**config.mk**
```make
export PLATFORM = sky130hd
export DESIGN_NAME = fetch_redirect_ctrl
export DESIGN_NICKNAME = d
export VERILOG_FILES = /design/src/rtl/fetch_redirect_ctrl_pkg.sv /design/src/rtl/fetch_redirect_ctrl_vec_freeze_edge.sv /design/src/rtl/fetch_redirect_ctrl.sv
export SDC_FILE = /design/constraint.sdc
export NUM_CORES = 1
export LEC_CHECK = 0
export ABC_AREA = 1
export CAP_MARGIN = 20
export CORE_MARGIN = 2
export CORE_UTILIZATION = 30
export CTS_CLUSTER_SIZE = 14
export DETAILED_ROUTE_END_ITERATION = 7
export PLACE_DENSITY_LB_ADDON = 0.15
export REMOVE_ABC_BUFFERS = 1
export SYNTH_ARGS = -nofsm -noshare
export SYNTH_HDL_FRONTEND = slang
export SYNTH_SLANG_ARGS = --single-unit
```
**constraint.sdc**
```tcl
create_clock -name clk_i -period 3.25 [get_ports clk_i]
set_clock_uncertainty 0.15 [all_clocks]
set_input_delay 0.325 -clock clk_i [delete_from_list [all_inputs] [get_ports clk_i]]
set_output_delay 0.325 -clock clk_i [all_outputs]
set_load 0.02 [all_outputs]
```
**src/rtl/fetch_redirect_ctrl_pkg.sv**
```systemverilog
// Shared fetch-control definitions: FSM encodings, rewind distances,
// default dispatch budgets and the ISR address helper.
package fetch_redirect_ctrl_pkg;

  typedef enum logic [2:0] {
    ST_RUN    = 3'd0,
    ST_VCOUNT = 3'd1,
    ST_VHOLD  = 3'd2,
    ST_REWIND = 3'd3,
    ST_FROZEN = 3'd4
  } state_e;

  // Distance back to the oldest un-retired fetch when the freeze hits.
  localparam logic [31:0] REWIND_FROM_VHOLD  = 32'd4;
  localparam logic [31:0] REWIND_FROM_VCOUNT = 32'd12;

  localparam int unsigned ISR_SHIFT_DEF    = 3;
  localparam int unsigned VEC_LIMIT_SV_DEF = 5;
  localparam int unsigned VEC_LIMIT_VV_DEF = 6;
  localparam int unsigned CNT_W_DEF        = 4;

  // ISR entry = trap base + scaled device index, wrapping modulo 2^32.
  function automatic logic [31:0] isr_addr(input logic [31:0] base,
                                           input logic [5:0]  dev,
                                           input int unsigned shift);
    logic [31:0] offs;
    offs = {26'd0, dev} << shift;
    return base + offs;
  endfunction

endpackage

```
**src/rtl/fetch_redirect_ctrl_vec_freeze_edge.sv**
```systemverilog
// Rising-edge detector for the vector unit's level freeze.
module vec_freeze_edge (
  input  logic clk_i,
  input  logic rst_ni,
  input  logic freeze_i,
  output logic rise_o
);

  logic freeze_q;

  // Remember last cycle's freeze level.
  always_ff @(posedge clk_i or negedge rst_ni) begin
    if (!rst_ni) begin
      freeze_q <= 1'b0;
    end else begin
      freeze_q <= freeze_i;
    end
  end

  assign rise_o = freeze_i & ~freeze_q;

endmodule

```
**src/rtl/fetch_redirect_ctrl.sv**
```systemverilog
// Fetch PC sequencing controller: selects the PC source each cycle,
// gates PC / IF_ID writes, tracks the vector-stall dispatch budget,
// rewinds on vector freeze and marks post-redirect bubbles.
module fetch_redirect_ctrl
  import fetch_redirect_ctrl_pkg::*;
#(
  parameter int unsigned ISR_SHIFT    = ISR_SHIFT_DEF,
  parameter int unsigned VEC_LIMIT_SV = VEC_LIMIT_SV_DEF,
  parameter int unsigned VEC_LIMIT_VV = VEC_LIMIT_VV_DEF,
  parameter int unsigned CNT_W        = CNT_W_DEF
) (
  input  logic              clk_i,
  input  logic              rst_ni,
  input  logic              irq_i,
  input  logic [5:0]        device_id_i,
  input  logic [31:0]       csr_mtvec_i,
  input  logic              branch_taken_ex_mem_i,
  input  logic [31:0]       branch_tgt_ex_mem_i,
  input  logic              bpu_taken_i,
  input  logic [31:0]       bpu_tgt_i,
  input  logic              if_id_freeze_i,
  input  logic              vector_stall_i,
  input  logic              vector_release_i,
  input  logic              vector_freeze_i,
  input  logic              sv_vv_i,
  input  logic [31:0]       pc_cur_i,
  output logic [31:0]       pc_next_o,
  output logic              pc_we_o,
  output logic              if_id_we_o,
  output logic              nop_if_id_o,
  output logic [CNT_W-1:0]  vec_count_o,
  output logic [2:0]        state_o
);

  state_e             state_q, state_d;
  logic [CNT_W-1:0]   cnt_q, cnt_d;
  logic               from_vhold_q, from_vhold_d;
  logic               nop_q, nop_d;

  logic               freeze_rise;
  logic               fetch_ok;
  logic               pc_we_raw;
  logic               if_id_we_raw;
  logic [CNT_W-1:0]   limit;
  logic [CNT_W-1:0]   cnt_inc;

  vec_freeze_edge u_freeze_edge (
    .clk_i    (clk_i),
    .rst_ni   (rst_ni),
    .freeze_i (vector_freeze_i),
    .rise_o   (freeze_rise)
  );

  assign limit    = sv_vv_i ? CNT_W'(VEC_LIMIT_SV) : CNT_W'(VEC_LIMIT_VV);
  assign fetch_ok = ((state_q == ST_RUN) || (state_q == ST_VCOUNT)) &&
                    !if_id_freeze_i && !vector_freeze_i;

  // PC source selection by fixed priority: irq, branch, rewind, fetch.
  always_comb begin
    pc_next_o    = pc_cur_i + 32'd4;
    pc_we_raw    = 1'b0;
    if_id_we_raw = 1'b0;
    if (irq_i) begin
      pc_next_o = isr_addr(csr_mtvec_i, device_id_i, ISR_SHIFT);
      pc_we_raw = 1'b1;
    end else if (branch_taken_ex_mem_i) begin
      pc_next_o = branch_tgt_ex_mem_i;
      pc_we_raw = 1'b1;
    end else if (state_q == ST_REWIND) begin
      pc_next_o = pc_cur_i - (from_vhold_q ? REWIND_FROM_VHOLD : REWIND_FROM_VCOUNT);
      pc_we_raw = 1'b1;
    end else if (fetch_ok) begin
      pc_next_o    = bpu_taken_i ? bpu_tgt_i : (pc_cur_i + 32'd4);
      pc_we_raw    = 1'b1;
      if_id_we_raw = 1'b1;
    end else begin
      pc_we_raw    = 1'b0;
      if_id_we_raw = 1'b0;
    end
  end

  // Write enables are forced low while reset is asserted.
  assign pc_we_o    = pc_we_raw & rst_ni;
  assign if_id_we_o = if_id_we_raw & rst_ni;

  // Saturating dispatch count for the current VCOUNT cycle.
  assign cnt_inc = (if_id_we_raw && (cnt_q < limit)) ? (cnt_q + CNT_W'(1)) : cnt_q;

  // Next-state, budget counter, rewind origin and bubble flag.
  always_comb begin
    state_d      = state_q;
    cnt_d        = cnt_q;
    from_vhold_d = from_vhold_q;
    nop_d        = nop_q;
    if (irq_i) begin
      state_d = ST_RUN;
      cnt_d   = '0;
      nop_d   = 1'b0;
    end else if (branch_taken_ex_mem_i) begin
      state_d = vector_freeze_i ? ST_FROZEN : ST_RUN;
      cnt_d   = '0;
      nop_d   = 1'b1;
    end else begin
      nop_d = if_id_we_raw ? 1'b0 : nop_q;
      case (state_q)
        ST_RUN: begin
          if (freeze_rise) begin
            state_d      = ST_REWIND;
            from_vhold_d = 1'b0;
          end else if (vector_stall_i) begin
            state_d = ST_VCOUNT;
            cnt_d   = '0;
          end else begin
            state_d = ST_RUN;
          end
        end
        ST_VCOUNT: begin
          if (freeze_rise) begin
            state_d      = ST_REWIND;
            from_vhold_d = 1'b0;
          end else if (!vector_stall_i || vector_release_i) begin
            state_d = ST_RUN;
            cnt_d   = '0;
          end else begin
            cnt_d   = cnt_inc;
            state_d = (cnt_inc >= limit) ? ST_VHOLD : ST_VCOUNT;
          end
        end
        ST_VHOLD: begin
          if (freeze_rise) begin
            state_d      = ST_REWIND;
            from_vhold_d = 1'b1;
          end else if (!vector_stall_i || vector_release_i) begin
            state_d = ST_RUN;
            cnt_d   = '0;
          end else begin
            state_d = ST_VHOLD;
          end
        end
        ST_REWIND: begin
          state_d = ST_FROZEN;
        end
        ST_FROZEN: begin
          if (!vector_freeze_i) begin
            state_d = ST_RUN;
            cnt_d   = '0;
          end else begin
            state_d = ST_FROZEN;
          end
        end
        default: begin
          state_d = ST_RUN;
          cnt_d   = '0;
        end
      endcase
    end
  end

  // Controller state registers.
  always_ff @(posedge clk_i or negedge rst_ni) begin
    if (!rst_ni) begin
      state_q      <= ST_RUN;
      cnt_q        <= '0;
      from_vhold_q <= 1'b0;
      nop_q        <= 1'b0;
    end else begin
      state_q      <= state_d;
      cnt_q        <= cnt_d;
      from_vhold_q <= from_vhold_d;
      nop_q        <= nop_d;
    end
  end

  assign nop_if_id_o = nop_q;
  assign vec_count_o = cnt_q;
  assign state_o     = state_q;

endmodule

```
==> out/results.ini, run 1 <==
[status]
outcome = finished clean

[floorplan]
start_util_pct = 30.5
num_rows = 44
io_pins = 186
die_y_um = 125
dieArea_um2 = 15700
die_w_um = 125
coreArea_um2 = 14500

[routing]
routed.top_layer = met4
m1WireLength_um = 9460
firstDrtPassIters = 5
drc = 0
vias = 6444
routed_wirelength_um = 19700
dr_wl_met3_um = 1420
route.detailed.wl_per_inst_um = 15.1
vias_per_cell = 4.93
drt.antenna.violating_nets = 0
routed-wl-met2_um = 8650
dr.first_iter.drc_count = 417

[critical_path]
cp-start-kind = primary input
path_class = in2out
rr_endpoint = state_o[1]
critPathMaxStageDelay_ns = 0.57
end_kind = output pin
critPathTopFamily = simple AND/OR/NAND/NOR gates
rr_worst_depth = 16
cpMostUsedCell = nand2_1
cp_max_fo = 5
rrSetupSlack_ns = 0.41
arrival_ns = 2.63
crit_slowest_cell = clkdlybuf4s50_1
crit_chain = clkdlybuf4s50_1 -> ha_1 -> nand2_1 -> nand3_2 -> nor2_4 -> nand3_2 -> nor2_4 -> nand3_1 -> nand2_1 -> nand3_1 -> nand2_1 -> nand2_1 -> nand2_1 -> clkdlybuf4s15_1
worst-path-buf-inv = 2
reg2reg_from = state_o[1]
crit_required_ns = 2.77

[grt]
grt_first_pass_wirelength_um = 31500
grt_util_all_layers_pct = 24.4
grt_max_degree = 30
antenna_found_initial = 0
grt-ovfl-total = 0
grt_pass1_vias = 6149

[placed_design]
dpl.hpwl_um = 16800
place_congestion = 0.957
dpl_cell_area_um2 = 7170
portBuffers = 185

[clock_tree]
cts_buffers = 3
ctsLongestPathBuffers = 2
cts_root_buf = clkbuf_16
clk_latency_ns = 0.24
cts_tree = done
cts_sinks = 10
htree_levels = 1
cts.reportedPaths.clkPinSlew_ns = 0.04

[job]
maxCapViolations = 0

[timing]
worst_pin_slew_ns = 0.442
slew_viol_final = 0
max_freq_mhz = 322
period_minus_slack_ns = 3.10
min_period_over_period_pct = 95.5
slew_headroom_pct = 70.4
final-hold-violation-count = 0
setup_viol = 0
hold_ws_ns = 0.326
grt_setup_unrepaired = no

[yosys]
yosysUniqueCellTypes = 45
async_reset_ff_share_pct = 100
yosysSeqAreaShare_pct = 5.67
yosys_warnings = 0
synth_area_um2 = 4420
synth.ff_latch_count = 10
avgSynthCellArea_um2 = 5.17
syn_inst = 854
synth-edff-count = 0
ys.flop_type = dfrtp_1

[cells_and_area]
drive_gt1_share_pct = 15.5
diodes = 0
area_growth_pct = 64.4
final_cell_area_um2 = 7260
final_common_cell = nand2_1
mostFrequentLayoutCells = nand2_1 (253), clkdlybuf4s50_1 (157), nor2_1 (108), buf_4 (105), nand3_1 (96)
fin_nets = 1282

[power]
p_per_area_nw_per_um2 = 166
ir_drop_uv = 124
p_leak_nw = 3.37

[hold_path]
holdCritPathClass = in2async

-- repair_timing --
item                       4_1_cts  5_1_grt
setup buffers                    0        1
pin swaps                        0        3
hold buffers                     0        0
setup endpoints to repair       23       15
resized for setup               29       29
-- logic make-up (layout without fill, tap and decap cells) --
kind of cell / count (synthesis) / after routing / share of synthesized area, %
AND/OR/NAND/NOR: 546 / 546 / 56.4
adder cells (fa/ha/maj): 14 / 14 / 4.31
flip-flops: 10 / 10 / 5.67
multiplexers: 1 / 1 / 0.227
AO/OA/AOI/OAI: 123 / 123 / 15.3
buffers and inverters: 129 / 398 / 11.9
XOR/XNOR: 31 / 31 / 6.15
-- cell type report --
| class | instances | area (µm²) |
|---|---|---|
| clock buffers | 4 | 88.8 |
| fillers | 1569 | 7220 |
| inverters | 103 | 388 |
| multi-input cells | 715 | 3670 |
| flip-flops and latches | 10 | 250 |
| well taps | 184 | 230 |
| repair buffers | 291 | 2630 |
-- sequential cells by signal, indices dropped and copies added, names as in the netlist --
signal	count
from_vhold_q	1
nop_if_id_o	1
u_freeze_edge.freeze_q	1
vec_count_o	4
state_o	3
-- cell usage after synthesis (2+ instances only) --
library cell / n / area, µm²
o22ai_1: 7 / 43.8
o21ai_1: 9 / 45.0
nor4_1: 4 / 25.0
nor2_2: 5 / 31.3
nor2_4: 7 / 78.8
buf_2: 12 / 60.1
ha_1: 12 / 150
inv_1: 95 / 357
nand2_1: 257 / 965
o211ai_1: 7 / 52.6
a31oi_1: 4 / 25.0
dfrtp_1: 10 / 250
buf_4: 5 / 37.5
o21ai_0: 51 / 255
nand4_1: 21 / 131
nor3_1: 18 / 90.1
xnor2_1: 10 / 87.6
nand3_2: 7 / 70.1
nor3_2: 6 / 60.1
nor2_1: 109 / 409
xor2_1: 21 / 184
nand2_2: 7 / 43.8
nand3_1: 96 / 480
a211oi_1: 2 / 15.0
clkbuf_1: 7 / 26.3
inv_2: 6 / 22.5
a21boi_0: 3 / 22.5
nor3_4: 2 / 32.5
a21oi_1: 34 / 170
fa_1: 2 / 40.0
nand3b_1: 4 / 30.0
-- worst max path at each step --
stage	start	to	slack, ns	cells after the start
5_1_grt	csr_mtvec_i[3]	pc_next_o[19]	0.005	16
3_3_place_gp	device_id_i[0]	pc_next_o[23]	-0.33	15
2_1_floorplan	state_o[2]	state_o[1]	0.75	15
3_5_place_dp	device_id_i[0]	pc_next_o[23]	-0.37	15
4_1_cts	pc_cur_i[3]	pc_next_o[9]	0.004	11
6_report	pc_cur_i[3]	pc_next_o[25]	0.15	14
-- metrics by stage --
| stage | setup WS [ns] | TNS [ns] | utilization [%] | total power, W | std cells |
|---|---|---|---|---|---|
| floorplan | 0.751 | 0 | - | 0.000476 | 828 |
| global route | 0.00454 | 0 | 50.1 | 0.00130 | 1307 |
| global placement | -0.327 | -3.14 | 49.5 | 0.000971 | 1302 |
| finish | 0.147 | 0 | 50.1 | 0.00121 | 1307 |
| CTS | 0.00353 | 0 | 50.1 | 0.00121 | 1306 |
| detailed placement | -0.371 | -3.09 | 49.5 | 0.000970 | 1302 |
-- worst reg2reg max path: stages, from the launching register on --
cell     delay, ns
dfrtp_1       0.40
buf_4         0.17
nand3_2       0.08
buf_4         0.30
nand2_1       0.16
nor2_2        0.14
nand3_1       0.15
xor2_1        0.21
ha_1          0.26
o21ai_0       0.16
nand2_1       0.08
nand3_1       0.15
nand2_1       0.07
nand2_1       0.07
nand2_1       0.05
nand2_1       0.06
a21oi_1       0.06
-- routing by layer --
layer  vias up  global-route usage (%)
met1      2852                    35.2
li1       3340                       -
met4         0                    2.75
met5         -                       0
met3        16                    3.51
met2       236                    39.7
-- report_power, final --
part           internal, W  switching (W)  total, W
clock network     0.000186      0.0000661  0.000252
logic             0.000398       0.000424  0.000822
registers         0.000130     0.00000423  0.000134
total             0.000714       0.000494   0.00121
No activity file was read; power rests on OpenSTA's default activity.
==> inputs of run 2 (changes only) <==
--- a/config.mk
+++ b/config.mk
@@ -7,7 +7,6 @@
 export LEC_CHECK = 0
 export ABC_AREA = 1
 export CAP_MARGIN = 20
-export CORE_MARGIN = 2
 export CORE_UTILIZATION = 30
 export CTS_CLUSTER_SIZE = 14
 export DETAILED_ROUTE_END_ITERATION = 7
==> out/results.ini, run 2 (synthesis gave the netlist of run 1 again) <==
[cells_and_area]
regArea_um2 = 250  ; unchanged
final_common_cell = nand2_1
area_growth_pct = 64.1
diodes = 0  ; unchanged
largest_register_ffs = 4  ; unchanged
fill_cells = 1548  ; -1.3%
mostFrequentLayoutCells = nand2_1 (255), clkdlybuf4s50_1 (158), nor2_1 (108), buf_4 (101), nand3_1 (96)
fin_nets = 1281  ; -0.078%
drive_gt1_share_pct = 14.6  ; -0.86 points
final_cell_area_um2 = 7240  ; -0.19%
multi_input_area_um2 = 3660  ; -0.48%

[routing]
drc = 0  ; unchanged
dr_wl_met3_um = 1500  ; +5.5%
vias_per_cell = 4.98  ; +1.0%
routed_wirelength_um = 19400  ; -1.7%
dr.first_iter.drc_count = 498  ; +19%
m1WireLength_um = 9060  ; -4.2%
routed.top_layer = met4
route.detailed.wl_per_inst_um = 14.9  ; -1.2%
vias = 6480  ; +0.56%
firstDrtPassIters = 5  ; unchanged
drt.antenna.violating_nets = 0  ; unchanged
routed-wl-met2_um = 8450  ; -2.4%

[timing]
min_period_over_period_pct = 95.9  ; +0.46 points
setup_viol = 0  ; unchanged
worst_slack_ns = 0.133  ; -0.0148 ns
final-hold-violation-count = 0  ; unchanged
grt_setup_unrepaired = no
slew_headroom_pct = 75.3  ; +4.9 points
slew_viol_final = 0  ; unchanged
period_minus_slack_ns = 3.12  ; +0.0148 ns
max_freq_mhz = 321  ; -0.48%
worst_pin_slew_ns = 0.367  ; -0.0748 ns
hold_ws_ns = 0.299  ; -0.0268 ns

[clock_tree]
cts_root_buf = clkbuf_16
clk_latency_ns = 0.24  ; about the same
htree_levels = 1  ; unchanged
hold_buffers = 0  ; unchanged
cts_sinks = 10  ; unchanged
cts_buffers = 3  ; unchanged
cts.reportedPaths.clkPinSlew_ns = 0.04  ; about the same
cts_tree = done
ctsLongestPathBuffers = 2  ; unchanged

[grt]
grt_first_pass_wirelength_um = 30400  ; -3.3%
grt_util_all_layers_pct = 25.6  ; +1.2 points
grt_pass1_vias = 6087  ; -1.0%
antenna_found_initial = 0  ; unchanged
grt-ovfl-total = 0  ; unchanged
grt_max_degree = 31  ; +3.3%

[placed_design]
dpl_cell_area_um2 = 7190  ; +0.31%
dpl.hpwl_um = 16500  ; -1.6%
portBuffers = 185  ; unchanged
place_ws_ns = -0.325  ; +0.0457 ns
place_congestion = 0.966  ; +0.97%

[power]
ir_drop_uv = 153  ; +23%
p_per_area_nw_per_um2 = 162  ; -2.7%
p_leak_nw = 3.34  ; -0.89%

[floorplan]
start_util_pct = 31.3  ; +0.83 points
coreArea_um2 = 14100  ; -2.6%
die_w_um = 123  ; -1.6%
num_rows = 43  ; -2.3%
die_y_um = 123  ; -1.6%
io_pins = 186  ; unchanged
dieArea_um2 = 15200  ; -3.2%

[job]
maxCapViolations = 0  ; unchanged

[critical_path]
cp-start-kind = primary input
cp_max_fo = 5  ; unchanged
arrival_ns = 2.64  ; about the same
crit_required_ns = 2.77  ; about the same
path_class = in2out
end_kind = output pin

[hold_path]
holdCritPathClass = in2async

[status]
outcome = finished clean

==> run 2: cell types whose count changed in the layout (fill, tap and decap cells not counted), sizes merged <==
cell	delta
clkbuf	-1
dlymetal6s2s	-2
buf	-4
clkdlybuf4s50	+1
clkdlybuf4s15	+2
dlygate4sd2	+2
==> run 2: where the power goes <==
group	internal, W	switching (W)
Combinational	0.000397	0.000423
Clock	0.000160	0.0000583
Sequential	0.000130	0.00000380
Total	0.000687	0.000485
==> run 2: path summary, 6_finish.rpt <==
check                            start        endpoint  slack, ns  depth (start not counted)
min in group clk_i         nop_if_id_o     nop_if_id_o       0.41                          2
min reg2reg                nop_if_id_o     nop_if_id_o       0.41                          2
max reg2reg                 state_o[2]      state_o[1]       0.32                         16
max in group asynchronous       rst_ni      state_o[2]       2.50                          2
max                        pc_cur_i[3]   pc_next_o[25]       0.13                         14
min                             rst_ni  vec_count_o[2]       0.30                          2
==> run 2: cell type report <==
class                           instances  area share (%)
Clock buffer                            3            1.04
Sequential cell                        10            3.45
Timing Repair Buffer                  290            36.6
Inverter                              103            5.35
Tap cell                              180            3.11
Multi-Input combinational cell        715            50.5
==> run 2: per-stage QoR <==
step                      TNS [ns]  utilization [%]  total power, W  std cells
after global routing             0             51.4         0.00126       1301
after detailed placement     -3.22             51.0        0.000972       1298
after global placement       -2.98             51.0        0.000974       1298
after CTS                        0             51.4         0.00118       1301
after floorplan                  0                -        0.000476        828
final                            0             51.4         0.00117       1301
==> run 2: worst max-delay path: stages <==
cell             delay (ns)
clkdlybuf4s50_1        0.48
ha_1                   0.31
nand2_1                0.10
nand3_2                0.12
nor2_4                 0.15
nand3_2                0.15
nor2_4                 0.17
nand3_1                0.09
nand2_1                0.06
nand3_1                0.06
nand2_1                0.13
nand2_1                0.07
nand2_1                0.06
dlygate4sd2_1          0.35
==> run 2: what timing repair did <==
item,in CTS,in global routing
buffers inserted,0,0
gates resized for setup,30,20
gates cloned,0,0
pin swaps,1,1
endpoints found under the setup margin,24,14
==> run 2: routing by layer <==
metal  global-route usage [%]  vias up
li1                         -     3337
met1                     36.2     2853
met5                        0        -
met4                     4.97        0
met3                     4.01       26
met2                     40.7      264
==> inputs of run 3 (changes only) <==
--- a/config.mk
+++ b/config.mk
@@ -10,8 +10,9 @@
 export CORE_UTILIZATION = 30
 export CTS_CLUSTER_SIZE = 14
 export DETAILED_ROUTE_END_ITERATION = 7
+export MAX_ROUTING_LAYER = met4
 export PLACE_DENSITY_LB_ADDON = 0.15
-export REMOVE_ABC_BUFFERS = 1
+export SLEW_MARGIN = 10
 export SYNTH_ARGS = -nofsm -noshare
 export SYNTH_HDL_FRONTEND = slang
 export SYNTH_SLANG_ARGS = --single-unit
==> out/results.ini, run 3 (synthesis gave the netlist of run 1 again) <==
[timing]
period_minus_slack_ns = 3.14  ; +0.0218 ns
slew_headroom_pct = 69.9  ; -5.4 points
worst_pin_slew_ns = 0.447  ; +0.0799 ns
slew_viol_final = 0  ; unchanged
max_freq_mhz = 319  ; -0.69%
setup_viol = 0  ; unchanged
min_period_over_period_pct = 96.6  ; +0.67 points
hold_ws_ns = 0.119  ; -0.180 ns
final-hold-violation-count = 0  ; unchanged
grt_setup_unrepaired = no
worst_slack_ns = 0.111  ; -0.0218 ns

[grt]
grt_max_degree = 32  ; +3.2%
grt_pass1_vias = 6012  ; -1.2%
grt_first_pass_wirelength_um = 30000  ; -1.3%
antenna_found_initial = 0  ; unchanged
grt_util_all_layers_pct = 26.2  ; +0.61 points
grt-ovfl-total = 0  ; unchanged

[floorplan]
start_util_pct = 31.3  ; unchanged
die_w_um = 123  ; unchanged
coreArea_um2 = 14100  ; unchanged
num_rows = 43  ; unchanged
dieArea_um2 = 15200  ; unchanged
io_pins = 186  ; unchanged
die_y_um = 123  ; unchanged

[placed_design]
placedCellCount = 1276  ; -1.7%
portBuffers = 185  ; unchanged
dpl.hpwl_um = 16500  ; +0.30%
place_ws_ns = -0.246  ; +0.0795 ns
place_congestion = 0.962  ; -0.42%

[power]
pwr-share-comb_pct = 69.5  ; -0.5 points
power_w = 0.00115  ; -1.9%
ir_drop_uv = 142  ; -7.0%
p_per_area_nw_per_um2 = 163  ; +0.98%
p_int_w = 0.000669  ; -2.6%
seqPwrFrac_pct = 11.6  ; +0.2 points
p_sw_w = 0.000481  ; -0.81%
p_leak_nw = 3.20  ; -4.0%
swShare_pct = 41.8  ; +0.44 points
clockPowerShare_pct = 18.9  ; +0.3 points

[routing]
firstDrtPassIters = 5  ; unchanged
routed_wirelength_um = 19300  ; -0.46%
route.detailed.wl_per_inst_um = 15.1  ; +1.2%
dr.first_iter.drc_count = 429  ; -14%
drt.antenna.violating_nets = 0  ; unchanged
vias_per_cell = 4.98  ; about the same
vias = 6378  ; -1.6%
drc = 0  ; unchanged

[status]
outcome = finished clean

[clock_tree]
clk_latency_ns = 0.24  ; about the same
cts_tree = done
ctsLongestPathBuffers = 2  ; unchanged
hold_buffers = 0  ; unchanged
cts_root_buf = clkbuf_16
cts_buffers = 3  ; unchanged
htree_levels = 1  ; unchanged
cts_sinks = 10  ; unchanged
cts.reportedPaths.clkPinSlew_ns = 0.04  ; about the same

[cells_and_area]
final_cell_count_no_fill = 1280  ; -1.6%
area_growth_pct = 59.5
mostFrequentLayoutCells = nand2_1 (256), clkdlybuf4s50_1 (158), nor2_1 (108), nand3_1 (96), inv_1 (95)
fill_cells = 1511  ; -2.4%
diodes = 0  ; unchanged
multi_input_area_um2 = 3650  ; -0.24%
drive_gt1_share_pct = 13.2  ; -1.4 points
largest_register_ffs = 4  ; unchanged
final_common_cell = nand2_1
fin_nets = 1260  ; -1.6%
regArea_um2 = 250  ; unchanged

[critical_path]
arrival_ns = 2.66  ; +0.02 ns
crit_required_ns = 2.77  ; about the same
cp_max_fo = 5  ; unchanged
path_class = in2out
cp-start-kind = primary input
end_kind = output pin
rr_worst_depth = 16  ; unchanged

[hold_path]
holdCritPathClass = in2async

[job]
maxCapViolations = 0  ; unchanged

[yosys]
syn-num-nets = 1012

==> run 3: power by group through the flow <==
stage	Sequential [W]	Combinational (W)	Clock [W]
finish	0.000134	0.000799	0.000218
global route	0.000135	0.000873	0.000225
CTS	0.000134	0.000800	0.000219
detailed placement	0.000136	0.000820	0
global placement	0.000136	0.000824	0
floorplan	0.000139	0.000358	0
==> run 3: path summary, 6_finish.rpt <==
| check | from | to | slack (ns) |
|---|---|---|---|
| max | pc_cur_i[2] | pc_next_o[14] | 0.11 |
| min | rst_ni | vec_count_o[1] | 0.12 |
| max reg2reg | state_o[2] | state_o[1] | 0.47 |
| min reg2reg | nop_if_id_o | nop_if_id_o | 0.44 |
| max in group asynchronous | rst_ni | state_o[0] | 2.48 |
| min in group clk_i | nop_if_id_o | nop_if_id_o | 0.44 |
==> run 3: layout make-up <==
type | instances | share of cell area, %
Clock buffer | 3 | 1.07
Inverter | 103 | 5.51
Multi-Input combinational cell | 715 | 51.8
Sequential cell | 10 | 3.55
Tap cell | 180 | 3.20
Timing Repair Buffer | 269 | 34.8
==> run 3: repair_timing <==
item	4_1_cts	5_1_grt
pin swaps	0	1
gates resized for setup	26	30
cloned	0	0
setup buffers	0	1
endpoints found under the setup margin	26	16
==> run 3: critical path: stages <==
cell             delay, ns
clkdlybuf4s50_1       0.56
inv_1                 0.11
fa_1                  0.51
nand2_1               0.16
inv_1                 0.07
nand2_1               0.11
xor2_1                0.08
o211ai_1              0.28
nand3_1               0.12
dlygate4sd2_1         0.34
==> run 3: per-stage QoR <==
stage / instance area, µm² / utilization, % / TNS (ns)
after global placement: 7020 / 49.8 / -3.18
after CTS: 7060 / 50.1 / 0
final: 7040 / 49.9 / 0
after detailed placement: 7020 / 49.8 / -3.10
after floorplan: 4420 / - / 0
after global routing: 7040 / 49.9 / 0
==> run 3: per-layer routing <==
layer / vias to the layer above / share of wire [%] / GRT usage [%]
li1: 3295 / - / -
met1: 2810 / 46 / 36.2
met2: 253 / 44 / 41.2
met3: 20 / 8.5 / 3.46
met4: 0 / 1.4 / 3.92
met5: - / 0 / -
